### src/rtl/addsub16_sequencer.sv
// 16-bit add/sub sequenced over one shared 8-bit add/sub adder (low byte, then high byte).
// Ports: in_* request handshake, add_* shared adder, out_* result handshake.
// Optional: define ADDSUB_SAT_EN to clamp out_sum on signed overflow.
module addsub16_sequencer (
  input  logic        clk,
  input  logic        rst,
  input  logic        in_valid,
  output logic        in_ready,
  input  logic [15:0] in_a,
  input  logic [15:0] in_b,
  input  logic        in_sub,
  output logic [7:0]  add_a,
  output logic [7:0]  add_b,
  output logic        add_cin,
  input  logic [7:0]  add_s,
  input  logic        add_cout,
  output logic        out_valid,
  input  logic        out_ready,
  output logic [15:0] out_sum,
  output logic        out_carry,
  output logic        out_ovf
);

  localparam logic [1:0] S_IDLE = 2'd0;
  localparam logic [1:0] S_LO   = 2'd1;
  localparam logic [1:0] S_HI   = 2'd2;
  localparam logic [1:0] S_DONE = 2'd3;

  logic [1:0]  state_q, state_d;
  logic [15:0] a_q, a_d;
  logic [15:0] b_q, b_d;
  logic        sub_q, sub_d;
  logic [7:0]  sum_lo_q, sum_lo_d;
  logic        c_lo_q, c_lo_d;
  logic [15:0] sum_q, sum_d;
  logic        carry_q, carry_d;
  logic        ovf_q, ovf_d;
  logic        ovf_hi;

  always_comb begin
    state_d  = state_q;
    a_d      = a_q;
    b_d      = b_q;
    sub_d    = sub_q;
    sum_lo_d = sum_lo_q;
    c_lo_d   = c_lo_q;
    sum_d    = sum_q;
    carry_d  = carry_q;
    ovf_d    = ovf_q;
    in_ready = 1'b0;
    add_a    = 8'h00;
    add_b    = 8'h00;
    add_cin  = 1'b0;
    // Operand signs agree (add) or differ (sub), and result sign flips.
    ovf_hi   = ((a_q[15] ^ b_q[15]) == sub_q) &&
               (add_s[7] != a_q[15]);
    case (state_q)
      S_IDLE: begin
        in_ready = ~rst;
        if (in_valid) begin
          a_d     = in_a;
          b_d     = in_b;
          sub_d   = in_sub;
          state_d = S_LO;
        end
      end
      S_LO: begin
        add_a    = a_q[7:0];
        add_b    = b_q[7:0];
        add_cin  = sub_q;
        sum_lo_d = add_s;
        c_lo_d   = add_cout ^ sub_q;
        state_d  = S_HI;
      end
      S_HI: begin
        // The adder inverts add_b when cin=1; pre-invert so the
        // net operand is b_hi (add) or ~b_hi (sub) whatever c_lo is.
        add_a   = a_q[15:8];
        add_b   = b_q[15:8] ^ {8{c_lo_q ^ sub_q}};
        add_cin = c_lo_q;
        carry_d = add_cout ^ c_lo_q;
        ovf_d   = ovf_hi;
`ifdef ADDSUB_SAT_EN
        if (ovf_hi)
          sum_d = a_q[15] ? 16'h8000 : 16'h7FFF;
        else
          sum_d = {add_s, sum_lo_q};
`else
        sum_d   = {add_s, sum_lo_q};
`endif
        state_d = S_DONE;
      end
      default: begin
        if (out_ready)
          state_d = S_IDLE;
      end
    endcase
  end

  always_ff @(posedge clk or posedge rst) begin
    if (rst) begin
      state_q  <= S_IDLE;
      a_q      <= 16'h0000;
      b_q      <= 16'h0000;
      sub_q    <= 1'b0;
      sum_lo_q <= 8'h00;
      c_lo_q   <= 1'b0;
      sum_q    <= 16'h0000;
      carry_q  <= 1'b0;
      ovf_q    <= 1'b0;
    end else begin
      state_q  <= state_d;
      a_q      <= a_d;
      b_q      <= b_d;
      sub_q    <= sub_d;
      sum_lo_q <= sum_lo_d;
      c_lo_q   <= c_lo_d;
      sum_q    <= sum_d;
      carry_q  <= carry_d;
      ovf_q    <= ovf_d;
    end
  end

  assign out_valid = (state_q == S_DONE);
  assign out_sum   = sum_q;
  assign out_carry = carry_q;
  assign out_ovf   = ovf_q;

endmodule

### config.mk
export PLATFORM = sky130hd
export DESIGN_NAME = addsub16_sequencer
export DESIGN_NICKNAME = d
export VERILOG_FILES = /design/src/rtl/addsub16_sequencer.sv
export SDC_FILE = /design/constraint.sdc
export NUM_CORES = 1
export LEC_CHECK = 0
export CORE_MARGIN = 1
export CORE_UTILIZATION = 45
export DETAILED_ROUTE_END_ITERATION = 16
export DONT_BUFFER_PORTS = 1
export GPL_ROUTABILITY_DRIVEN = 1
export GPL_TIMING_DRIVEN = 0
export PLACE_DENSITY = 0.63
export SLEW_MARGIN = 0
export SYNTH_ARGS = -nofsm -noshare
export SYNTH_HDL_FRONTEND = slang
export SYNTH_SLANG_ARGS = --single-unit
### constraint.sdc
create_clock -name clk -period 2.1 [get_ports clk]
set_input_delay 0.21 -clock clk [delete_from_list [all_inputs] [get_ports clk]]
set_output_delay 0.21 -clock clk [all_outputs]
set_load 0.005 [all_outputs]
# Word-level counts from Yosys, hierarchy flattened
# Index checks and enable logic that the tools add are counted.
[totals] output_inout_bits=37 wordCells=33 inputBits=46 regBits=62
[op_classes] bitwise=6 n_mux=7 n_eq_ne=6 reduce_logical=5
[op_table] cell="case mux 8 bit (2 select lines)" count=2
[op_table] cell="bitwise XOR 8 bit" count=1
[op_table] cell="case mux 2 bit (3 select lines)" count=1
[op_table] cell="equality test 2 bit (second input constant)" count=2
[op_table] cell="2-to-1 mux 2 bit" count=2
[op_table] cell="AND reduction 2 bit" count=2
[op_table] cell="nonzero test 4 bit" count=1
[op_table] cell="bitwise XOR 1 bit" count=4
[op_table] cell="equality test 2 x 1 -> 1 bit (second input constant)" count=1
[op_table] cell="zero test 2 bit" count=1
[op_table] cell="!= test 2 bit (second input constant)" count=1
[op_table] cell="case mux 1 bit (2 select lines)" count=1
[op_table] cell="equality test 1 bit" count=1
[op_table] cell="logical AND 1 bit" count=1
[op_table] cell="2-to-1 mux 1 bit" count=1
[op_table] cell="!= test 1 bit" count=1
[op_table] cell="inverter 1 bit" count=1

# Longest topological paths before layout
[depth] word_depth=3 depth_mapped=7 depth_no_buf=5

# Least setup slack after synthesis
# No wires, ideal clock.
[synth_path] kind="register -> register" startpoint="register state_q[0]" endpoint="register state_q[1]" required_ns=1.975 arrival_ns=1.455 stages_incl_launch_ff=5 synth_period_minus_slack_ns=1.580 slack_ns=0.520 path_buffers=0 path_cell_list="dfrtp_1 -> inv_1 -> ha_1 -> o41ai_2 -> mux2_2"
[synth_via] elab_chain_cells=3 elab_cells_between_ends=7 classes_between="eq/ne: 3; mux: 1; reduce/logical: 3"
[synth_lines] element="start, declared" line_no="29" rtl="logic [1:0] state_q, state_d;"
[synth_lines] element="start signal, assigned" line_no="112" rtl="state_q <= state_d;"
[synth_lines] element="equality test 2 bit (tied with other cells)" line_no="57" rtl="case (state_q)"
[synth_lines] element="nonzero test 4 bit (no source line) / != test 2 bit (equally long branches)"
[synth_lines] element="AND reduction 2 bit (no source line)"
# Parallel ways exist; a longest one is shown, timed or not.
# A chain may end at the register's enable or synchronous reset.

# Worst setup path in the final report
[layout_path] startpoint="register state_q[0]" endpoint="output add_b[6]"
[layout_via] elab_chain_cells=2 elab_cells_between_ends=3 classes_between="eq/ne: 2; mux: 1"
[layout_lines] element="equality test 2 bit / equality test 2 x 1 -> 1 bit (equally long branches)" line_no="57"
[layout_lines] element="case mux 8 bit (2 select lines) (*)" line_no="57"
[layout_lines] element="end, declared" line_no="13" rtl="output logic [7:0] add_b,"
# Mark *: on every way between the ends. The rest lies on a longest branch, timed or not.

==> summary.txt <==
Timing
  – Setup TNS: 0 ps
  – Setup repair after global routing missed its margin: no
  – Clock tree skew after final layout: around 6 ps
  – Measured slew at the worst slew-check pin: 629 ps
  – Final worst slack: around 120 ps
  – Post-route fraction of the period consumed by the critical path: 94.2%
  – Final count of negative-setup-slack endpoints: 0
  – Remaining max-slew budget at the tightest pin: 58.0%
  – Final Slew Violations: 0
  – FMAX: 506 MHz
  – Minimum period implied by the final worst setup slack: 1980 ps
  – Hold slack final: 27.7 ps
  – Final Hold Fails: 0

Worst setup path
  – Endpoint of the worst register-to-register path: state_q[1]
  – Kind of start point of the critical path: flip-flop
  – Crit path max fanout: 10
  – Flop2flop setup slack: roughly 340 ps
  – Critical Path RT: 1890 ps
  – Data arrival time of the worst path: 1770 ps
  – Critical Path End Type: primary output
  – Startpoint of the most critical register-to-register path: state_q[0]
  – Depth of the worst register-to-register path: 4
  – Kind of critical path: flip-flop to primary output

Global route
  – Via count of the first global-routing pass: 1,708
  – First-pass GRT wire length: 8.54 mm
  – Pin count of the biggest net entering global routing: 35
  – Antenna violations before repair: 0
  – Met1 layer usage reported by global route: 22.4%
  – Grt ovf: 0
  – Overall global routing resource usage: between 10% and 20%
  – Most crowded layer after global routing: met2
  – Met2 Resource Use GR: a little over a quarter
  – Met3 routing resource usage after global routing: around 7.4%

Yosys
  – Cell count after synthesis: around 210
  – Yosys Warn Count: 0
  – Mapped cell area: 2810 sq um
  – Number of register bits inferred by synthesis: 62
  – Post-Synthesis Net Count: ~270
  – Synth cell types: 27
  – Part of the Yosys area used for sequential elements: 55.3%
  – Mean instance size in the synthesized netlist: about 13 sq um

Cells and area
  – Final Core Density: between 50% and 60%
  – Area growth from synthesis to layout: 11.7%
  – Share of layout cells above drive strength 1: slightly above 40%
  – Antenna fix cells: 0
  – Filler instances: 539
  – Final-stage net count: 278

Placement
  – Final weighted congestion in routability-driven placement: 0.677
  – Pre-CTS setup slack: between 200 and 300 ps
  – # port buffers: 0
  – Dpl hpwl: 3.98 mm

Floorplan
  – Die extent in y: 81.0 um
  – X dimension of the die: approximately 81 um
  – Ports: 83
  – Rows: 28
  – Starting Density: 47.1%
  – Core area: between 5000 and 6000 sq um
  – DIE AREA: 6560 sq um

Clock tree
  – Clock sinks: 62
  – # H-tree levels: 3
  – Post-CTS clock slew at the launch and capture registers of the worst setup and hold paths: 70 ps
  – Clock latency reported for the late side of the worst-skew pair: around 320 ps
  – Clock buffers created by TritonCTS: 9
  – Cell at the root of the clock tree: clkbuf_8
  – CTS tree: yes
  – Worst-case clock buffer depth: 2

Power
  – IR drop worst, VDD: approximately 0.00063 V
  – Reported leakage power: around 0.0013 uW
  – Pwr per Cell Area: 1710 nW/um^2

Route
  – Initial detailed-routing violation count: 66
  – Vias post-DR: about 1,700
  – Routed Wire Length: 5.53 mm
  – Drt via density: 5.52
  – Post-route antenna net violation count: 0
  – Routed len/inst: 18.1 um
  – Number of detailed-route iterations in the first pass: 4
  – DRC: 0

Min path
  – Worst hold path depth: 1
  – Worst Hold Class: primary input to flip-flop
  – Hold wc startpoint: in_b[5]
  – Sink of the worst hold path: b_q[5]

Flow run
  – Number of max-cap violations: 0

Outcome
  – Run status: complete, no violations
-- layer usage --
| layer | up-vias | routed length [um] | part of all wire, % |
|---|---|---|---|
| li1 | 791 | - | - |
| met1 | 835 | 2490 | 45 |
| met2 | 52 | 2570 | 46 |
| met3 | 6 | 421 | 7.6 |
| met4 | 0 | 46 | 0.83 |
| met5 | - | 0 | 0 |
-- worst max path at each step --
stage	startpoint	to	slack [ps]	cells past startpoint
final	state_q[0]	add_b[6]	120	6
after global routing	state_q[1]	add_b[1]	4	6
after CTS	state_q[1]	add_a[6]	20	6
after detailed placement	state_q[0]	add_b[1]	290	5
after global placement	rst	out_sum[15]	-360	1
after floorplan	rst	a_q[0]	350	1
-- sequential cells by signal, summed over array words and instances, names as in the netlist --
name,cells
state_q,2
out_ovf,1
out_sum,16
sum_lo_q,8
out_carry,1
b_q,16
a_q,16
c_lo_q,1
sub_q,1
-- where the power goes --
part           internal (uW)  switching (uW)
Sequential              1820             400
Clock                    479             434
Combinational           1160            1050
Total                   3460            1890
-- repair_timing --
| item | CTS | global route |
|---|---|---|
| setup buffers | 0 | 1 |
| gates resized for setup | 4 | 10 |
| setup endpoints to repair | 16 | 17 |
| hold endpoints to repair | 28 | 0 |
| hold buffers | 1 | 0 |
-- Yosys cell counts --
cell type,count,share of area (%)
buf_2,8,1.4
a21o_1,1,0.27
dfrtp_1,62,55
a22oi_1,9,2.4
nand2b_1,2,0.45
o221ai_1,1,0.31
nand3_1,20,3.6
mux2_2,58,23
nand4_1,2,0.45
o211ai_1,2,0.53
nand4b_1,1,0.31
xnor2_1,3,0.94
buf_1,1,0.13
xor2_1,1,0.31
buf_4,1,0.27
nand2_1,1,0.13
o41ai_2,1,0.58
nand3b_1,3,0.80
nor2_1,2,0.27
nand2_2,1,0.22
ha_1,6,2.7
inv_1,4,0.53
or3_1,6,1.3
and2_1,1,0.22
clkbuf_1,4,0.53
nor2b_1,10,2.2
a21oi_1,3,0.53
-- cell families (layout without fill, tap and decap cells) --
logic type | Yosys count | count (layout) | share of synthesized area [%]
mux | 58 | 58 | 23.3
simple gates | 49 | 49 | 9.99
flops | 62 | 62 | 55.3
buf+inv | 18 | 34 | 2.90
xor+xnor | 4 | 4 | 1.25
compound gates | 17 | 17 | 4.64
fa+ha+maj | 6 | 6 | 2.67
-- layout by cell type (no fill, tap or decap), types with 2 or more instances in the layout --
cell type	instances
dfrtp_1	61
mux2_2	58
nand3_1	20
clkbuf_8	11
nor2b_1	10
a22oi_1	9
buf_2	6
or3_1	6
ha_1	5
a21oi_1	3
buf_4	3
xnor2_1	3
nand3b_1	3
clkinv_2	3
nand2b_1	2
nand2_2	2
inv_2	2
clkbuf_2	2
nand4_1	2
o211ai_1	2
inv_1	2
nor2_1	2
-- metrics by stage --
| step | std cells | area (sq um) | total power [uW] |
|---|---|---|---|
| after floorplan | 214 | 2810 | 3890 |
| after global placement | 289 | 2900 | 4320 |
| after detailed placement | 290 | 2920 | 4400 |
| after CTS | 304 | 3100 | 5340 |
| after global routing | 305 | 3140 | 5780 |
| final | 305 | 3140 | 5350 |
-- worst max-delay path, stage by stage (launching register included) --
cell      delay, ps
dfrtp_2         440
inv_2           110
ha_1            150
buf_4           190
clkbuf_4        230
nand3b_1        100
o211ai_1        230
-- final cells by class --
class                   instances  area [sq um]  share of cell area, %
flip-flops and latches         62          1550                   49.5
multi-input cells             134          1190                   37.9
clock buffers                  11           151                   4.83
well taps                      75          93.8                   2.99
plain buffers                  12          73.8                   2.35
repair buffers                  3          37.5                   1.20
clock inverters                 4          22.5                  0.718
inverters                       4          15.0                  0.479
Power figures use the tool's default switching activity.
